===== config.mk =====
export PLATFORM = sky130hd
export DESIGN_NAME = thresholding_cfg_loader
export DESIGN_NICKNAME = d
export VERILOG_FILES = /design/src/rtl/thresholding_cfg_loader.sv
export SDC_FILE = /design/constraint.sdc
export NUM_CORES = 1
export LEC_CHECK = 0
export ABC_AREA = 1
export CELL_PAD_IN_SITES_DETAIL_PLACEMENT = 1
export CELL_PAD_IN_SITES_GLOBAL_PLACEMENT = 2
export CORE_UTILIZATION = 36
export DETAILED_ROUTE_END_ITERATION = 16
export GPL_TIMING_DRIVEN = 0
export PLACE_DENSITY = 0.8
export RECOVER_POWER = 50
export SLEW_MARGIN = 25
export SYNTH_ARGS = -nofsm -noshare
export SYNTH_HDL_FRONTEND = slang
export SYNTH_SLANG_ARGS = --single-unit

===== constraint.sdc =====
create_clock -name clk -period 2.7 [get_ports clk]
set_input_delay 0.54 -clock clk [delete_from_list [all_inputs] [get_ports clk]]
set_output_delay 0.54 -clock clk [all_outputs]
set_load 0.01 [all_outputs]

===== src/rtl/thresholding_cfg_loader.sv =====
// Config-port initiator for the binary-search thresholding core: streams thresholds
// into the core (write mode) or reads them back onto an output stream (read mode).
module thresholding_cfg_loader #(
  parameter int unsigned K        = 8,
  parameter int unsigned N        = 3,
  parameter int unsigned C        = 4,
  parameter int unsigned PE       = 2,
  parameter int unsigned SETS     = 1,
  parameter int unsigned RB_DEPTH = 8,
  localparam int unsigned CF      = C / PE,
  localparam int unsigned AW      = $clog2(SETS) + $clog2(CF) + $clog2(PE) + $clog2(N)
) (
  input  logic          clk,
  input  logic          rst,

  input  logic          start_wr,
  input  logic          start_rd,
  output logic          busy,
  output logic          done,
  output logic          err,

  input  logic          s_tvalid,
  output logic          s_tready,
  input  logic [K-1:0]  s_tdata,

  output logic          m_tvalid,
  input  logic          m_tready,
  output logic [K-1:0]  m_tdata,

  output logic          cfg_en,
  output logic          cfg_we,
  output logic [AW-1:0] cfg_a,
  output logic [K-1:0]  cfg_d,
  input  logic          cfg_rack,
  input  logic [K-1:0]  cfg_q
);

  localparam int unsigned WS    = $clog2(SETS);
  localparam int unsigned WCF   = $clog2(CF);
  localparam int unsigned WPE   = $clog2(PE);
  localparam int unsigned WT    = $clog2(N);
  localparam int unsigned SW    = (WS  > 0) ? WS  : 1;
  localparam int unsigned CFW   = (WCF > 0) ? WCF : 1;
  localparam int unsigned PEW   = (WPE > 0) ? WPE : 1;
  localparam int unsigned TW    = (WT  > 0) ? WT  : 1;
  localparam int unsigned TOTAL = SETS * C * N;
  localparam int unsigned CW    = $clog2(TOTAL + 1);
  localparam int unsigned RW    = $clog2(RB_DEPTH + 1);
  localparam int unsigned PW    = (RB_DEPTH > 1) ? $clog2(RB_DEPTH) : 1;

  typedef enum logic [1:0] {
    IDLE  = 2'd0,
    WRITE = 2'd1,
    READ  = 2'd2,
    DRAIN = 2'd3
  } state_t;

  state_t state_q;
  state_t state_nxt;

  // Enumeration counters, fastest (t) to slowest (set)
  logic [TW-1:0]  t_q,   t_nxt;
  logic [PEW-1:0] pe_q,  pe_nxt;
  logic [CFW-1:0] cf_q,  cf_nxt;
  logic [SW-1:0]  set_q, set_nxt;

  logic [CW-1:0]  issued_q,  issued_nxt;
  logic [CW-1:0]  rcvd_q,    rcvd_nxt;
  logic [RW-1:0]  credits_q, credits_nxt;
  logic [RW-1:0]  out_q,     out_nxt;

  // Readback FIFO; the head is mirrored into the m_tdata/m_tvalid registers
  logic [K-1:0]   mem [RB_DEPTH];
  logic [PW-1:0]  wr_ptr_q, wr_ptr_nxt;
  logic [PW-1:0]  rd_ptr_q, rd_ptr_nxt;
  logic [RW-1:0]  cnt_q, cnt_after_pop, cnt_nxt;
  logic [K-1:0]   head_nxt;
  logic           head_valid_nxt;

  logic           accept;
  logic           rd_issue;
  logic           step;
  logic           pop;
  logic           push;
  logic           orphan;
  logic           starting;
  logic           busy_nxt;
  logic           done_nxt;
  logic           s_tready_nxt;
  logic [AW-1:0]  cur_addr;

  function automatic logic [PW-1:0] ptr_inc(input logic [PW-1:0] p);
    return (p == PW'(RB_DEPTH - 1)) ? '0 : p + PW'(1);
  endfunction

  // Address layout {set, cf, pe, t}; zero-width fields shift by zero and stay 0
  always_comb begin
    cur_addr = AW'((((((32'(set_q) << WCF) | 32'(cf_q)) << WPE) | 32'(pe_q)) << WT)
                   | 32'(t_q));
  end

  // State register
  always_ff @(posedge clk) begin
    if (rst) begin
      state_q <= IDLE;
    end else begin
      state_q <= state_nxt;
    end
  end

  // Next-state logic
  always_comb begin
    state_nxt = state_q;
    case (state_q)
      IDLE: begin
        if (start_wr) begin
          state_nxt = WRITE;
        end else if (start_rd) begin
          state_nxt = READ;
        end
      end
      WRITE: begin
        if (issued_q == CW'(TOTAL)) begin
          state_nxt = IDLE;
        end
      end
      READ: begin
        if (issued_q == CW'(TOTAL)) begin
          state_nxt = DRAIN;
        end
      end
      DRAIN: begin
        if ((rcvd_q == CW'(TOTAL)) && (cnt_q == '0)) begin
          state_nxt = IDLE;
        end
      end
      default: state_nxt = IDLE;
    endcase
  end

  // Output / datapath next values
  always_comb begin
    accept   = (state_q == WRITE) && s_tready && s_tvalid;
    rd_issue = (state_q == READ) && (credits_q != '0) && (issued_q < CW'(TOTAL));
    step     = accept || rd_issue;
    pop      = m_tvalid && m_tready;
    push     = cfg_rack && (out_q != '0);
    orphan   = cfg_rack && (out_q == '0);
    starting = (state_q == IDLE) && (state_nxt != IDLE);

    t_nxt   = t_q;
    pe_nxt  = pe_q;
    cf_nxt  = cf_q;
    set_nxt = set_q;
    if (starting) begin
      t_nxt   = '0;
      pe_nxt  = '0;
      cf_nxt  = '0;
      set_nxt = '0;
    end else if (step) begin
      if (t_q == TW'(N - 1)) begin
        t_nxt = '0;
        if (pe_q == PEW'(PE - 1)) begin
          pe_nxt = '0;
          if (cf_q == CFW'(CF - 1)) begin
            cf_nxt  = '0;
            set_nxt = (set_q == SW'(SETS - 1)) ? '0 : set_q + SW'(1);
          end else begin
            cf_nxt = cf_q + CFW'(1);
          end
        end else begin
          pe_nxt = pe_q + PEW'(1);
        end
      end else begin
        t_nxt = t_q + TW'(1);
      end
    end

    issued_nxt  = starting ? '0 : issued_q + CW'(step);
    rcvd_nxt    = starting ? '0 : rcvd_q + CW'(push);
    credits_nxt = credits_q - RW'(rd_issue) + RW'(pop);
    out_nxt     = out_q + RW'(rd_issue) - RW'(push);

    busy_nxt     = (state_nxt != IDLE);
    done_nxt     = (state_q != IDLE) && (state_nxt == IDLE);
    s_tready_nxt = (state_nxt == WRITE) && (issued_nxt < CW'(TOTAL));

    cnt_after_pop  = cnt_q - RW'(pop);
    rd_ptr_nxt     = pop ? ptr_inc(rd_ptr_q) : rd_ptr_q;
    wr_ptr_nxt     = push ? ptr_inc(wr_ptr_q) : wr_ptr_q;
    cnt_nxt        = cnt_after_pop + RW'(push);
    head_valid_nxt = (cnt_after_pop != '0) || push;
    head_nxt       = (cnt_after_pop == '0) ? cfg_q : mem[rd_ptr_nxt];
  end

  // Registered outputs, counters and FIFO bookkeeping
  always_ff @(posedge clk) begin
    if (rst) begin
      busy      <= 1'b0;
      done      <= 1'b0;
      err       <= 1'b0;
      s_tready  <= 1'b0;
      m_tvalid  <= 1'b0;
      m_tdata   <= '0;
      cfg_en    <= 1'b0;
      cfg_we    <= 1'b0;
      cfg_a     <= '0;
      cfg_d     <= '0;
      t_q       <= '0;
      pe_q      <= '0;
      cf_q      <= '0;
      set_q     <= '0;
      issued_q  <= '0;
      rcvd_q    <= '0;
      credits_q <= RW'(RB_DEPTH);
      out_q     <= '0;
      wr_ptr_q  <= '0;
      rd_ptr_q  <= '0;
      cnt_q     <= '0;
    end else begin
      busy      <= busy_nxt;
      done      <= done_nxt;
      err       <= err | orphan;
      s_tready  <= s_tready_nxt;
      m_tvalid  <= head_valid_nxt;
      m_tdata   <= head_nxt;
      cfg_en    <= step;
      if (step) begin
        cfg_we <= accept;
        cfg_a  <= cur_addr;
        cfg_d  <= accept ? s_tdata : '0;
      end
      t_q       <= t_nxt;
      pe_q      <= pe_nxt;
      cf_q      <= cf_nxt;
      set_q     <= set_nxt;
      issued_q  <= issued_nxt;
      rcvd_q    <= rcvd_nxt;
      credits_q <= credits_nxt;
      out_q     <= out_nxt;
      wr_ptr_q  <= wr_ptr_nxt;
      rd_ptr_q  <= rd_ptr_nxt;
      cnt_q     <= cnt_nxt;
    end
  end

  // FIFO storage needs no reset; validity lives in cnt_q
  always_ff @(posedge clk) begin
    if (push) begin
      mem[wr_ptr_q] <= cfg_q;
    end
  end

  // Credits bound outstanding reads plus stored entries, so a push never meets a full FIFO
  always_ff @(posedge clk) begin
    if (!rst) begin
      assert (!(push && !pop && (cnt_q == RW'(RB_DEPTH))));
    end
  end

endmodule


==> flow_metrics.py, run 1 <==
metrics = {
    "status": {
        "outcome": "completed",
    },
    "routing": {
        "first_pass_iters": 4,
        "num_vias": 4024,
        "drc": 0,
        "vias_per_cell": 4.931,
        "totalWireLength_mm": 13.58,
        "wl_per_cell_um": 16.64,
        "final_antenna_net_count": 0,
        "drt_first_iter_violations": 179,
    },
    "setup_path": {
        "end_kind": "register",
        "path_buf_inv": 4,
        "cp.depth": 11,
        "critPathMaxStageDelay_ps": 440,
        "crit_type": "primary input to register",
        "crit_path_frequent_cell": "ha_1",
        "worstPathRequired_ps": 3010,
        "r2r_setup_slack_ps": 370,
        "reg2regPathDepth": 8,
        "slowest_stage": "clkdlybuf4s50_1",
        "cp_max_fo": 10,
        "crit_chain": "clkdlybuf4s50_1 > nand2_4 > inv_4 > ha_1 > ha_1 > xor2_1 > nor3_1 > nand2_1 > buf_4 > o21ai_0 > inv_1",
        "critPathLaunchType": "primary input",
        "crit_family": "buffers and inverters",
        "worst_ep_arrival_time_ps": 2800,
    },
    "cts": {
        "ctsHtreeMaxLevel": 4,
        "clock-sinks": 123,
        "worstSkewPairLatency_ps": 420,
        "cts_tree": "done",
        "clk_pin_slew_ps": 50,
        "ctsResizeCount": 0,
        "clock_path_buffers": 2,
        "cts_root_buf": "clkbuf_16",
        "ctsHoldBuffers": 0,
        "numCtsBuffers": 17,
        "cts_setup_buffers": 0,
    },
    "finish": {
        "stdcell_count": 816,
        "regArea_um2": 3103,
        "drive_above_1_share_pct": 8.228,
        "finalNetCount": 666,
        "multi_input_area_um2": 1821,
        "syn_to_final_growth_pct": 22.63,
        "fillers": 1672,
        "diodes": 0,
    },
    "power": {
        "power_frac_seq_pct": 36.2,
        "intPower_uw": 4285,
        "p_sw_uw": 2199,
        "ir_worst_vdd_v": 0.0004648,
        "leakage_uw": 0.002713,
        "p_comb_share_pct": 31.6,
        "sw_frac_of_total_pct": 33.91,
        "p_clk_share_pct": 32.2,
        "power_density_nw_per_um2": 990.1,
    },
    "floorplan": {
        "io_pins": 50,
        "die_x_um": 123.8,
        "fp.dieH_um": 123.8,
        "start_util_pct": 36.88,
        "rows": 44,
        "core-area_um2": 14480,
        "die-area_um2": 15330,
    },
    "timing": {
        "finalCritPeriodShare_pct": 92.33,
        "min_period_ps": 2493,
        "drv_slew": 0,
        "setup_tns_ps": 0,
        "fin_hold_ws_ps": 457.3,
        "finalSetupViolations": 0,
        "hold_viol_final": 0,
        "fmax_mhz": 401.1,
        "worst_slew_pin_slew_ps": 1047,
        "slew-limit-headroom_pct": 29.74,
        "rsz0062_at_grt": "no",
        "final.setup_skew_ps": 8.760,
    },
    "hold_path": {
        "hold_class": "register to register",
        "hold_path_depth": 2,
    },
    "logic_synthesis": {
        "yosysWarningCount": 0,
        "synth_cell_types": 39,
        "netlist_instances": 552,
        "synth_seq_area_share_pct": 58.11,
        "synth_edf_count": 64,
        "synth_ff_type": "edfxtp_1",
        "synth_seq_cells": 123,
        "synth_area_um2": 5340,
        "synth_nets": 599,
        "synth.avg_cell_area_um2": 9.674,
        "synthArstFlopShare_pct": 0,
    },
    "job": {
        "drv_cap": 0,
    },
    "place": {
        "dpl.cell_count": 784,
        "gp_congestion": 0.7704,
        "hpwl_mm": 9.580,
        "port_buffers": 48,
    },
    "global_routing": {
        "grt_pass1_wl_mm": 21.52,
        "grt_max_degree": 17,
        "grtUsageTotal_pct": 19.34,
        "grt_pass1_vias": 4205,
        "overflow": 0,
        "antenna_found_initial": 0,
    },
}
==> metal layers <==
layer | wire length, µm | global-route usage [%] | up-vias
met5 | 0 | 0 | -
met4 | 278 | 7.530 | 0
met3 | 544 | 5.495 | 18
met2 | 6899 | 34.72 | 66
met1 | 5858 | 21.44 | 1977
li1 | - | - | 1963
==> final cells by class <==
type	count	share of cell area [%]
Timing Repair Buffer	48	7.337
Sequential cell	123	47.38
Multi-Input combinational cell	338	27.80
Tap cell	184	3.515
Buffer	17	1.395
Clock inverter	9	1.108
Inverter	74	4.318
Clock buffer	23	7.146
==> power groups by stage <==
| stage | sequential (µW) | clock [µW] | combinational, µW |
|---|---|---|---|
| 4_1_cts | 2360 | 2130 | 2130 |
| 5_1_grt | 2380 | 2210 | 2320 |
| 3_5_place_dp | 2390 | 0 | 2110 |
| 2_1_floorplan | 2400 | 0 | 1360 |
| 3_3_place_gp | 2380 | 0 | 2030 |
| 6_report | 2350 | 2080 | 2050 |
==> placed cells by master, fill, tap and decap left out, types with 2 or more instances in the layout <==
| master | Yosys | layout |
|---|---|---|
| nor2_2 | 5 | 3 |
| fa_1 | 2 | 2 |
| edfxtp_1 | 64 | 64 |
| xnor2_1 | 3 | 3 |
| dlygate4sd3_1 | 0 | 17 |
| buf_4 | 4 | 4 |
| a21oi_1 | 21 | 21 |
| clkbuf_8 | 0 | 2 |
| clkbuf_1 | 4 | 12 |
| inv_2 | 2 | 2 |
| inv_1 | 70 | 70 |
| nand3_1 | 96 | 97 |
| nand2b_1 | 8 | 8 |
| nand2_1 | 88 | 90 |
| o21ai_0 | 17 | 17 |
| nand2_4 | 2 | 2 |
| clkinv_2 | 0 | 4 |
| nor3_1 | 2 | 2 |
| inv_4 | 2 | 2 |
| dfxtp_1 | 59 | 59 |
| ha_1 | 22 | 22 |
| clkinvlp_4 | 0 | 2 |
| buf_2 | 6 | 4 |
| clkdlybuf4s50_1 | 0 | 31 |
| clkbuf_16 | 0 | 17 |
| xor2_1 | 5 | 5 |
| nand2_2 | 7 | 5 |
| nor2_1 | 43 | 46 |
| nand4_1 | 2 | 3 |
| clkinv_1 | 0 | 2 |
==> per-stage QoR <==
stage	power [µW]	utilization [%]	instance area, µm²	setup slack [ps]
floorplan	3768	-	5340	637.4
global placement	4413	41.79	6051	-225.3
detailed placement	4501	41.79	6051	-269.1
CTS	6622	45.52	6591	167.4
global route	6905	45.23	6549	57.07
finish	6484	45.23	6549	207.1
==> logic make-up (layout without fill, tap and decap cells) <==
group	Yosys count	in the layout	synth area share, %
and+or+nand+nor	261	261	22.73
DFF	123	123	58.11
buffers and inverters	91	171	7.193
AOI/OAI and AO/OA	45	45	4.757
adders and majority gates	24	24	5.904
xor gates and xnor gates	8	8	1.312
==> synthesized netlist by cell type (3+ instances only) <==
cell type,n,area share (%)
xnor2_1,3,0.49
clkbuf_1,4,0.28
nand2_2,7,0.82
nand2b_1,8,0.94
a21oi_1,21,2.0
nand2_1,88,6.2
edfxtp_1,64,36
xor2_1,5,0.82
inv_1,70,4.9
buf_4,4,0.56
nand3_1,96,9.0
nor2_1,43,3.0
o21ai_0,17,1.6
nor2_2,5,0.59
dfxtp_1,59,22
ha_1,22,5.2
buf_2,6,0.56
==> worst reg2reg max path, cell delays in order, from the launching register on <==
cell     delay (ps)
dfxtp_1         340
ha_1            220
ha_1            270
o21ai_1         820
inv_4           130
nand3_1         200
nand3_1         120
nand2_1          90
inv_1            40
==> registers in the layout, indices dropped and copies added (netlist names), 3 cells and up <==
register,cells
rcvd_q,4
cnt_q,4
cfg_d,8
out_q,4
issued_q,4
rd_ptr_q,3
mem,64
m_tdata,8
wr_ptr_q,3
credits_q,4
cfg_a,4
==> worst paths after layout <==
check	from	to
hold reg to reg	err	err
setup reg to reg	rd_ptr_q[0]	m_tdata[4]
setup / recovery	m_tready	m_tvalid
hold / removal	err	err
Note: power is estimated with default switching activity, not from simulation.
==> inputs of run 2 (changes only) <==
--- a/config.mk
+++ b/config.mk
@@ -13,7 +13,7 @@
 export GPL_TIMING_DRIVEN = 0
 export PLACE_DENSITY = 0.8
 export RECOVER_POWER = 50
-export SLEW_MARGIN = 25
+export SLEW_MARGIN = 20
 export SYNTH_ARGS = -nofsm -noshare
 export SYNTH_HDL_FRONTEND = slang
 export SYNTH_SLANG_ARGS = --single-unit
==> results of run 2 <==
Final layout, timing and power as in run 1 (identical DEF).
==> inputs of run 3 (changes only) <==
--- a/config.mk
+++ b/config.mk
@@ -6,13 +6,14 @@
 export NUM_CORES = 1
 export LEC_CHECK = 0
 export ABC_AREA = 1
+export CAP_MARGIN = 10
 export CELL_PAD_IN_SITES_DETAIL_PLACEMENT = 1
 export CELL_PAD_IN_SITES_GLOBAL_PLACEMENT = 2
-export CORE_UTILIZATION = 36
+export CORE_UTILIZATION = 33
 export DETAILED_ROUTE_END_ITERATION = 16
 export GPL_TIMING_DRIVEN = 0
-export PLACE_DENSITY = 0.8
-export RECOVER_POWER = 50
+export PLACE_DENSITY = 0.78
+export RECOVER_POWER = 100
 export SLEW_MARGIN = 20
 export SYNTH_ARGS = -nofsm -noshare
 export SYNTH_HDL_FRONTEND = slang
==> constraint.sdc (replaced) <==
create_clock -name clk -period 2.2 [get_ports clk]
set_input_delay 0.44 -clock clk [delete_from_list [all_inputs] [get_ports clk]]
set_output_delay 0.44 -clock clk [all_outputs]
set_load 0.01 [all_outputs]
==> run 3 against run 2 <==
Via count increased by 2.0%. Count of clock-buffer cells in the layout shrank 5. Utilization is 1.7 points lower. Critical path type is now register to register. Die area rose by 8.9%. Critical path depth is 1 higher. Flip-flop and latch count stayed put. Hold slack worse by 34 ps. Setup slack worse by 100 ps. Critical endpoint is now out_q[2]. Total power is 35% higher. Cell count grew 5.3%.
==> flow_metrics.py, run 3 (synthesis gave the netlist of run 1 again) <==
metrics = {
    "status": {
        "outcome": "completed",
    },
    "finish": {
        "finalNetCount": 677,
        "top_register": "mem",
        "stdcell_area_um2": 6887,
        "stdcell_count": 859,
        "diodes": 0,
        "fillers": 1769,
        "final_cell_mix": "nand3_1, nand2_1, inv_1",
        "largest_reg_flops": 64,
        "final_common_cell": "nand3_1",
        "top_regs": "mem: 64 flops, cfg_d: 8 flops, m_tdata: 8 flops",
        "syn_to_final_growth_pct": 28.96,
        "drive_above_1_share_pct": 14.46,
    },
    "setup_path": {
        "cp-endpoint": "out_q[2]",
        "critPathLaunchType": "register",
        "worstPathRequired_ps": 2490,
        "reg2reg_to": "out_q[2]",
        "worst_ep_arrival_time_ps": 2390,
        "r2r-start": "out_q[2]",
        "reg2regPathDepth": 12,
        "crit_type": "register to register",
        "crit_start": "out_q[2]",
        "r2r_setup_slack_ps": 100,
        "end_kind": "register",
        "cp_max_fo": 3,
    },
    "routing": {
        "drt_first_iter_violations": 192,
        "totalWireLength_mm": 14.36,
        "wl_per_cell_um": 16.71,
        "first_pass_iters": 4,
        "final_antenna_net_count": 0,
        "num_vias": 4106,
        "vias_per_cell": 4.780,
        "drc": 0,
    },
    "floorplan": {
        "start_util_pct": 33.74,
        "die-area_um2": 16700,
        "die_x_um": 129.2,
        "core-area_um2": 15830,
        "rows": 46,
        "fp.dieH_um": 129.2,
        "io_pins": 50,
    },
    "global_routing": {
        "grt_pass1_vias": 4382,
        "antenna_found_initial": 0,
        "grt_pass1_wl_mm": 22.63,
        "grt_max_degree": 17,
        "grtUsageTotal_pct": 18.55,
        "overflow": 0,
    },
    "cts": {
        "ctsHtreeMaxLevel": 4,
        "clock_path_buffers": 2,
        "clock-sinks": 123,
        "cts_tree": "done",
        "numCtsBuffers": 17,
        "clk_pin_slew_ps": 50,
        "cts_root_buf": "clkbuf_16",
        "worstSkewPairLatency_ps": 430,
        "ctsHoldBuffers": 0,
    },
    "hold_path": {
        "hold_path_depth": 2,
        "hold_class": "primary input to register",
        "hp-start": "rst",
    },
    "place": {
        "dp_slack_ps": -718.6,
        "port_buffers": 48,
        "gp_congestion": 0.7568,
        "dpl.cell_count": 816,
        "hpwl_mm": 9.917,
        "placed_area_um2": 6091,
    },
    "power": {
        "p_total_uw": 8757,
        "leakage_uw": 0.002815,
        "ir_worst_vdd_v": 0.0006783,
        "power_density_nw_per_um2": 1272,
    },
    "timing": {
        "min_period_ps": 2096,
        "slew-limit-headroom_pct": 43.88,
        "hold_viol_final": 0,
        "drv_slew": 0,
        "fin_hold_ws_ps": 423.4,
        "layout_setup_ws_ps": 103.8,
        "fmax_mhz": 477.0,
        "finalCritPeriodShare_pct": 95.28,
        "final.setup_skew_ps": 6.463,
        "rsz0062_at_grt": "yes",
        "worst_slew_pin_slew_ps": 838.7,
        "finalSetupViolations": 0,
    },
    "job": {
        "drv_cap": 0,
    },
}
## run 3: cell type report
class	instances	area [µm²]	area share, %
timing repair buffer	59	595.6	8.648
buffer	17	108.9	1.581
clock inverter	14	171.4	2.489
tap	216	270.3	3.924
inverter	74	282.8	4.106
multi-input combinational	338	1916	27.82
clock buffer	18	439.2	6.377
sequential	123	3103	45.06
## run 3: through the flow
step           setup TNS, ps  utilization (%)
6_report                   0            43.51
5_1_grt               -28.55            43.51
4_1_cts                    0            42.66
3_5_place_dp          -21100            38.48
3_3_place_gp          -18910            38.48
2_1_floorplan              0                -
## run 3: where the power goes
group	leakage, µW	switching, µW	total [µW]	internal [µW]
combinational	0.00146	1740	2990	1250
clock	0.000292	1060	2870	1810
sequential	0.00106	148	2900	2750
total	0.00282	2950	8760	5810
## run 3: how the worst min path moves through the flow
stage          endpoint  slack (ps)
6_report       cnt_q[2]         420
5_1_grt        cnt_q[2]         480
4_1_cts        cnt_q[2]         430
3_5_place_dp     cfg_we         460
3_3_place_gp   cfg_d[5]         450
2_1_floorplan  cfg_a[2]         440
## run 3: repair_timing
item                       CTS  global route
resized for setup            6            19
pin swaps                    2             5
setup endpoints to repair   43            12
buffers inserted             5             5
gates cloned                 0             1
## run 3: layer usage
| metal | part of all wire, % | global-route usage [%] |
|---|---|---|
| met1 | 41 | 20.34 |
| met2 | 53 | 33.55 |
| met3 | 4.7 | 5.780 |
| met4 | 1.8 | 6.782 |
| met5 | 0 | 0 |
## run 3: critical path, cell delays in order, from the launching register on
cell and delay [ps]:
dfxtp_1 310, inv_2 60, ha_2 170, nand3_1 90
nand2_2 120, inv_2 60, ha_1 270, inv_1 70
ha_2 170, inv_1 60, fa_1 380, xor2_1 150
nor2_1 60
